## src/rtl/huff_pkg.sv

```systemverilog
// Shared definitions for the Huffman front end: state encoding and code-length constants.
package huff_pkg;

    localparam int unsigned HUFF_MAX_CODE_LEN = 10;
    localparam int unsigned HUFF_BYTE_W       = 8;

    typedef enum logic [2:0] {
        StIdle,
        StFill,
        StRun,
        StDrain,
        StDone
    } huff_state_e;

endpackage

```

## src/rtl/huff_bit_shifter.sv

```systemverilog
// Bit-buffer datapath: shift out consumed bits, then drop a new byte in right after the survivors.
module huff_bit_shifter
    import huff_pkg::*;
#(
    parameter int unsigned IN_W  = HUFF_BYTE_W,
    parameter int unsigned BUF_W = 24,
    parameter int unsigned CNT_W = 5
) (
    input  logic [BUF_W-1:0] buf_cur,
    input  logic [CNT_W-1:0] shift_amt,
    input  logic [CNT_W-1:0] ins_pos,
    input  logic             ins_en,
    input  logic [IN_W-1:0]  ins_data,
    output logic [BUF_W-1:0] buf_next
);

    logic [BUF_W-1:0] ins_aligned;

    // Bits below the valid region are always zero, so OR-ing the byte in is enough.
    always_comb begin
        ins_aligned = '0;
        if (ins_en) begin
            ins_aligned = {ins_data, {(BUF_W - IN_W){1'b0}}} >> ins_pos;
        end
        buf_next = (buf_cur << shift_amt) | ins_aligned;
    end

endmodule

```

## src/rtl/huff_bit_window.sv

```systemverilog
// Byte-to-bit feeder for the Huffman decoder: buffers the stream and presents a sliding
// MSB-first window that advances by each decoded symbol length.
module huff_bit_window
    import huff_pkg::*;
#(
    parameter int unsigned IN_W  = HUFF_BYTE_W,
    parameter int unsigned WIN_W = HUFF_MAX_CODE_LEN,
    parameter int unsigned BUF_W = 24,
    parameter int unsigned CNT_W = 5,
    parameter int unsigned LEN_W = 4
) (
    input  logic             clk,
    input  logic             rst,
    input  logic             start,
    input  logic [IN_W-1:0]  in_data,
    input  logic             in_valid,
    input  logic             in_last,
    output logic             in_ready,
    output logic [WIN_W-1:0] win_data,
    output logic             win_valid,
    input  logic             consume,
    input  logic [LEN_W-1:0] consume_len,
    output logic [CNT_W-1:0] bits_avail,
    output logic             done,
    output logic             err
);

    huff_state_e      state_q, state_d;
    logic [BUF_W-1:0] buf_q, buf_d, buf_shifted;
    logic [CNT_W-1:0] cnt_q, cnt_d;
    logic             err_q, err_d;

    logic [CNT_W-1:0] len_ext, shift_amt, cnt_rem, cnt_next;
    logic             accept, len_legal, over, do_consume, consume_err;

    assign accept      = in_valid && in_ready;
    assign len_ext     = CNT_W'(consume_len);
    assign len_legal   = (len_ext != '0) && (len_ext <= CNT_W'(WIN_W));
    assign over        = len_ext > cnt_q;
    assign do_consume  = consume && win_valid && len_legal;
    assign consume_err = consume && (!win_valid || !len_legal || over);

    // Over-long consumes shift out exactly cnt bits, which empties the buffer without wrap.
    assign shift_amt = do_consume ? (over ? cnt_q : len_ext) : '0;
    assign cnt_rem   = cnt_q - shift_amt;
    assign cnt_next  = cnt_rem + (accept ? CNT_W'(IN_W) : '0);

    huff_bit_shifter #(
        .IN_W  (IN_W),
        .BUF_W (BUF_W),
        .CNT_W (CNT_W)
    ) u_shifter (
        .buf_cur   (buf_q),
        .shift_amt (shift_amt),
        .ins_pos   (cnt_rem),
        .ins_en    (accept),
        .ins_data  (in_data),
        .buf_next  (buf_shifted)
    );

    always_ff @(posedge clk or posedge rst) begin
        if (rst) begin
            state_q <= StIdle;
            buf_q   <= '0;
            cnt_q   <= '0;
            err_q   <= 1'b0;
        end else begin
            state_q <= state_d;
            buf_q   <= buf_d;
            cnt_q   <= cnt_d;
            err_q   <= err_d;
        end
    end

    always_comb begin
        state_d = state_q;
        buf_d   = buf_q;
        cnt_d   = cnt_q;
        err_d   = err_q | consume_err;
        unique case (state_q)
            StIdle, StDone: begin
                if (start) begin
                    state_d = StFill;
                    buf_d   = '0;
                    cnt_d   = '0;
                    err_d   = 1'b0;
                end
            end
            StFill, StRun: begin
                buf_d = buf_shifted;
                cnt_d = cnt_next;
                if (accept && in_last) begin
                    state_d = StDrain;
                end else if (cnt_next >= CNT_W'(WIN_W)) begin
                    state_d = StRun;
                end else begin
                    state_d = StFill;
                end
            end
            StDrain: begin
                buf_d = buf_shifted;
                cnt_d = cnt_next;
                if (cnt_next == '0) begin
                    state_d = StDone;
                end
            end
            default: begin
                state_d = StIdle;
            end
        endcase
    end

    always_comb begin
        in_ready   = ((state_q == StFill) || (state_q == StRun)) &&
                     (cnt_q <= CNT_W'(BUF_W - IN_W));
        win_valid  = (state_q == StRun) || ((state_q == StDrain) && (cnt_q != '0));
        win_data   = buf_q[BUF_W-1 -: WIN_W];
        bits_avail = cnt_q;
        done       = (state_q == StDone);
        err        = err_q;
    end

endmodule

```

## config.mk

```make
export PLATFORM = sky130hd
export DESIGN_NAME = huff_bit_window
export DESIGN_NICKNAME = d
export VERILOG_FILES = /design/src/rtl/huff_pkg.sv /design/src/rtl/huff_bit_shifter.sv /design/src/rtl/huff_bit_window.sv
export SDC_FILE = /design/constraint.sdc
export NUM_CORES = 1
export LEC_CHECK = 0
export BUFFER_PORTS_ARGS = -buffer_cell sky130_fd_sc_hd__buf_2
export CAP_MARGIN = 30
export CORE_MARGIN = 2
export CORE_UTILIZATION = 51
export CTS_CLUSTER_DIAMETER = 120
export DETAILED_ROUTE_END_ITERATION = 10
export GPL_TIMING_DRIVEN = 0
export PLACE_DENSITY = 0.69
export SETUP_SLACK_MARGIN = 0.15
export SYNTH_ARGS = -nofsm -noshare
export SYNTH_HDL_FRONTEND = slang
export SYNTH_SLANG_ARGS = --single-unit
```

## constraint.sdc

```tcl
create_clock -name clk -period 4.82 [get_ports clk]
set_input_delay 0.723 -clock clk [delete_from_list [all_inputs] [get_ports clk]]
set_output_delay 0.723 -clock clk [all_outputs]
set_load 0.01 [all_outputs]
```

# Yosys cells after proc, flatten, opt, wreduce, memory -nomap -nowiden
# Index checks and enable logic that the tools add are counted.
# W data, S select, Z words.
[word_totals] out_inout_bits=19 reg_bits=33
[op_classes] addsub=2 eq_ne=6 shift=2 n_lt_le_gt_ge=4 n_mux=15 bitwise_logic=2 n_reduce_logical=24
[op_table] operator="$mux W24" count=2
[op_table] operator="$pmux W24 S2" count=1
[op_table] operator="$or A24 B24 Y24" count=1
[op_table] operator="$shl A24 B5 Y24" count=1
[op_table] operator="$shr A24 B5 Y24" count=1
[op_table] operator="$mux W5" count=3
[op_table] operator="$pmux W5 S2" count=1
[op_table] operator="$reduce_bool A5 Y1" count=2
[op_table] operator="$pmux W3 S3" count=1
[op_table] operator="$logic_and A1 B1 Y1" count=8
[op_table] operator="$eq A3 B2 Y1 const B" count=2
[op_table] operator="$mux W3" count=2
[op_table] operator="$add A5 B4 Y5" count=1
[op_table] operator="$ge A5 B4 Y1 const B" count=1
[op_table] operator="$gt A4 B5 Y1" count=1
[op_table] operator="$le A5 B5 Y1 const B" count=1
[op_table] operator="$logic_not A5 Y1" count=1
[op_table] operator="$sub A5 B5 Y5" count=1
[op_table] operator="$le A4 B4 Y1 const B" count=1
[op_table] operator="$logic_or A1 B1 Y1" count=4
[op_table] operator="$mux W2" count=2
[op_table] operator="$mux W4" count=1
[op_table] operator="$ne A2 B2 Y1 const B" count=2
[op_table] operator="$reduce_and A2 Y1" count=2
[op_table] operator="other kinds (9)" count=12

# Depth between registers and ports, before layout
[depth] ltp_word=12 ltp_mapped=21 mapped_depth_nobuf=18

# By module
# From an unflattened synthesis, not the netlist that was laid out.
[unflattened] hier_cells=378 area_unflattened_um2=3642.2
[by_module_without_submodules] module="huff_bit_shifter" seq_area_each_um2=0.0 area_each_um2=1860.5 instances=1 cells_per_inst=212
[by_module_without_submodules] module="huff_bit_window" seq_area_each_um2=825.8 area_each_um2=1781.7 instances=1 cells_per_inst=166

# Worst setup path after synthesis
# No wires, ideal clock.
[synth_timing] kind="input to register" startpoint="input port consume_len[0]" endpoint="register buf_q[11]" path_stages=18 setup_slack_ps=103 arrival_time_ps=4589 t_required_ps=4691 path_cell_list="inv_1 -> ha_1 -> a41oi_2 -> nor2_1 -> a31oi_1 -> a21o_4 -> inv_2 -> buf_2 -> buf_6 -> ha_1 -> fa_1 -> clkbuf_1 -> clkbuf_1 -> mux4_2 -> a21oi_1 -> o21ai_0 -> a221oi_1 -> a21oi_1"
[synth_via] elab_chain_len=9
[synth_lines] item="from (decl)" line="huff_bit_window.sv:22" rtl="input logic [LEN_W-1:0] consume_len,"
[synth_lines] item="$le A4 B4 Y1 / $reduce_bool A5 Y1 (equally long branches)" line="huff_bit_window.sv:38" rtl="assign len_legal = (len_ext != '0) && (len_ext <= CNT_W'(WIN_W));"
[synth_lines] item="$logic_and A1 B1 Y1" line="huff_bit_window.sv:38"
[synth_lines] item="$logic_and A1 B1 Y1" line="huff_bit_window.sv:40" rtl="assign do_consume = consume && win_valid && len_legal;"
[synth_lines] item="$mux W5 (*)" line="huff_bit_window.sv:44" rtl="assign shift_amt = do_consume ? (over ? cnt_q : len_ext) : '0;"
[synth_lines] item="$sub A5 B5 Y5" line="huff_bit_window.sv:45" rtl="assign cnt_rem = cnt_q - shift_amt;"
[synth_lines] item="$shr A24 B5 Y24" line="huff_bit_shifter.sv:23" rtl="ins_aligned = {ins_data, {(BUF_W - IN_W){1'b0}}} >> ins_pos;"
[synth_lines] item="$mux W24" line="huff_bit_shifter.sv:22" rtl="if (ins_en) begin"
[synth_lines] item="$or A24 B24 Y24 (*)" line="huff_bit_shifter.sv:25" rtl="buf_next = (buf_cur << shift_amt) | ins_aligned;"
[synth_lines] item="$pmux W24 S2 (*)" line="huff_bit_window.sv:80" rtl="unique case (state_q)"
[synth_lines] item="to (signal assigned)" line="huff_bit_window.sv:69" rtl="buf_q <= buf_d;"
[synth_lines] item="to (decl)" line="huff_bit_window.sv:29" rtl="logic [BUF_W-1:0] buf_q, buf_d, buf_shifted;"
# Every way passes the cells marked *; elsewhere a longest branch is shown, timed or not.
# A chain may end at the register's enable or synchronous reset.

# Worst setup path in the final report
[layout_timing] startpoint="input port consume_len[1]" endpoint="register buf_q[11]"
# The elaborated chain is that of the path after synthesis.

==> flow_summary.yaml <==
status:
  status: "finished, final reports clean"
route:
  initialDrtViolationCount: 425
  ant_nets: 0
  first_pass_iters: 5
  vias: 4301
  via_per_inst: 6.86
  drc: 0
  wl_per_cell_microns: 22.2
  drt_wl_total_microns: 13900
placement:
  dp_hpwl_microns: 9870
  port_buffers: 36
  gp_congestion: 0.996
  dp.cells: 604
  place_ws_ps: -720
floorplanning:
  fp.dieH_microns: 89.2
  ios: 37
  dieArea_sq_mm: 0.00795
  core_area_sq_mm: 0.00714
  die_w_microns: 89.2
  std_cell_rows: 31
  start_util_pct: 51.9
pwr:
  p_total_mw: 3.85
  power_density_mw_per_mm2: 842
  vdd_drop_max_mv: 0.656
  p_leak_nw: 1.90
layout:
  final_cell_mix: "nand2_1, a21oi_1, buf_2"
  layout_commonest_cell: "nand2_1"
  drive_gt1_share_pct: 28.0
  num-fill-cells: 652
  final_core_util_pct: 64.0
  syn_to_final_growth_pct: 23.5
  antenna_cells: 0
  final_cells: 627
  num-nets-final: 555
yosys:
  ys_ff_latch: 33
  synth_edf_count: 0
  ys_seq_area_share_pct: 22.3
  synth_warnings: 0
  async_flop_share_pct: 100
  netlist_instances: 468
  ys.flop_type: "dfrtp_1"
  synth_cell_types: 65
  synth.net_count: 496
  syn_area_sq_mm: 0.00370
  avgSynthCellArea_sq_um: 7.91
cts:
  worstSkewPairLatency_ps: 300
  clkTransAtPathRegs_ps: 80
  htreeDepth: 2
  cts_buffer_depth: 2
  cts_tree: "done"
  cts_root_buf: "clkbuf_8"
  clock_sinks: 33
  cts_buffers: 5
  cts_hold_buf: 0
timing:
  skew_ps: 5.56
  fmax_ghz: 0.218
  worst_slack_ps: 240
  slew_headroom_pct: 45.6
  min_period_ps: 4580
  finalCritPeriodShare_pct: 95.0
  tightest_slew_ps: 816
  final_hold_viol_count: 0
  finalSetupViolCount: 0
  whs_ps: 498
  rsz0062_at_grt: "false"
  drv_slew: 0
critical_path:
  cp_max_fo: 10
  critPathKind: "in -> reg"
  crit_chain: "buf_2, ha_4, nor2b_2, o31a_1, o211ai_1, a21o_4, inv_2, buf_6, buf_8, ha_4, fa_2, buf_8, clkbuf_4, mux4_2, a21oi_2, o21ai_0, a221oi_2, a21oi_1"
  crit_arrival_ps: 4760
  slowest_stage: "fa_2"
  cp-start-kind: "input port"
  end_kind: "flop"
  crit_path_max_incr_delay_ps: 640
  required_ps: 5000
global_route:
  globalRouteOverflowTotal: 0
  grt_pass1_wl_microns: 21000
  grt_usage_pct: 34.9
  grt_pass1_vias: 3909
  grt_max_degree: 19
  antenna_found_initial: 0
hold_path:
  hp-class: "reg -> reg"
job:
  cap_violations: 0
[flip-flops by register name (all words and copies together), names as in the netlist]
| signal | flops |
|---|---|
| state_q | 3 |
| buf_q | 24 |
| bits_avail | 5 |
| err | 1 |
[Yosys cell counts, types with 3 or more instances]
library cell	count	share of area [%]
a211oi_1	17	3.4
a21oi_1	42	5.7
a221oi_1	18	4.3
a22oi_1	18	3.7
a31oi_1	10	1.7
and3_1	5	0.85
buf_1	3	0.30
buf_2	6	0.81
buf_4	14	2.8
buf_6	3	0.91
clkbuf_1	21	2.1
dfrtp_1	33	22
ha_1	9	3.0
inv_1	17	1.7
mux2i_1	26	7.0
mux4_2	8	4.9
nand2_1	54	5.5
nand2b_1	3	0.51
nand3_1	13	1.8
nand3b_1	3	0.61
nor2_1	21	2.1
nor2b_1	7	1.2
nor3_1	12	1.6
nor4_1	4	0.68
o211ai_1	4	0.81
o21a_1	3	0.61
o21ai_0	31	4.2
o22ai_1	7	1.2
o31ai_1	3	0.61
xnor2_1	5	1.2
[cell families (layout without fill, tap and decap cells)]
group / after synthesis / in the layout / synth area share, %
mux: 35 / 35 / 12.2
compound gates: 181 / 181 / 33.5
fa+ha+maj: 10 / 10 / 3.58
xor+xnor: 7 / 7 / 1.66
buf+inv: 66 / 126 / 8.93
flops: 33 / 33 / 22.3
simple gates: 136 / 136 / 17.8
[timing repair]
item	in CTS	in global routing
gates resized for setup	29	52
buffers inserted	7	7
cloned	0	1
setup endpoints to repair	21	21
pin swaps	5	14
[per-layer routing]
metal | vias to the layer above | GRT usage, % | wire, microns
met3 | 47 | 6.56 | 1400
li1 | 1902 | - | -
met2 | 304 | 54.7 | 6470
met4 | 0 | 12.3 | 431
met1 | 2048 | 48.1 | 5610
met5 | - | 0 | 0
[cell type report]
class / instances / area, sq um / share of cell area [%]
multi-input combinational: 369 / 2790 / 61.0
sequential: 33 / 830 / 18.2
buffer: 47 / 318 / 6.96
clock buffer: 7 / 96.3 / 2.11
timing repair buffer: 52 / 338 / 7.39
inverter: 19 / 73.8 / 1.62
clock inverter: 1 / 5.00 / 0.110
tap: 99 / 124 / 2.71
[report_power, final]
group / internal, mW / switching, mW
clock: 0.129 / 0.119
sequential: 0.406 / 0.194
combinational: 1.23 / 1.77
total: 1.77 / 2.08
[critical path: cells and delay by family]
| family | cells | cell delay [ps] |
|---|---|---|
| compound gates | 7 | 1620 |
| fa+ha+maj | 3 | 1050 |
| buf+inv | 6 | 810 |
| mux | 1 | 340 |
| simple gates | 1 | 170 |
[path summary, 6_finish.rpt]
| kind | cells after the start | from | end | slack (ps) |
|---|---|---|---|---|
| setup / recovery | 18 | consume_len[1] | buf_q[11]$_DFFE_PP0P_ | 240 |
| hold / removal | 1 | err$_DFF_PP0_ | err$_DFF_PP0_ | 500 |
| setup reg to reg | 18 | bits_avail[1]$_DFFE_PP0P_ | buf_q[11]$_DFFE_PP0P_ | 270 |
| hold reg to reg | 1 | err$_DFF_PP0_ | err$_DFF_PP0_ | 500 |
| max in group asynchronous | 3 | rst | buf_q[17]$_DFFE_PP0P_ | 3710 |
| min in group asynchronous | 2 | rst | state_q[0]$_DFFE_PP0P_ | 560 |
[metrics by stage]
step	cell area (sq um)	TNS [ps]
after floorplan	3700	0
after global routing	4570	0
after detailed placement	4030	-7590
after CTS	4290	0
final	4570	0
after global placement	4010	-6480
(Power assumes the default switching activity.)
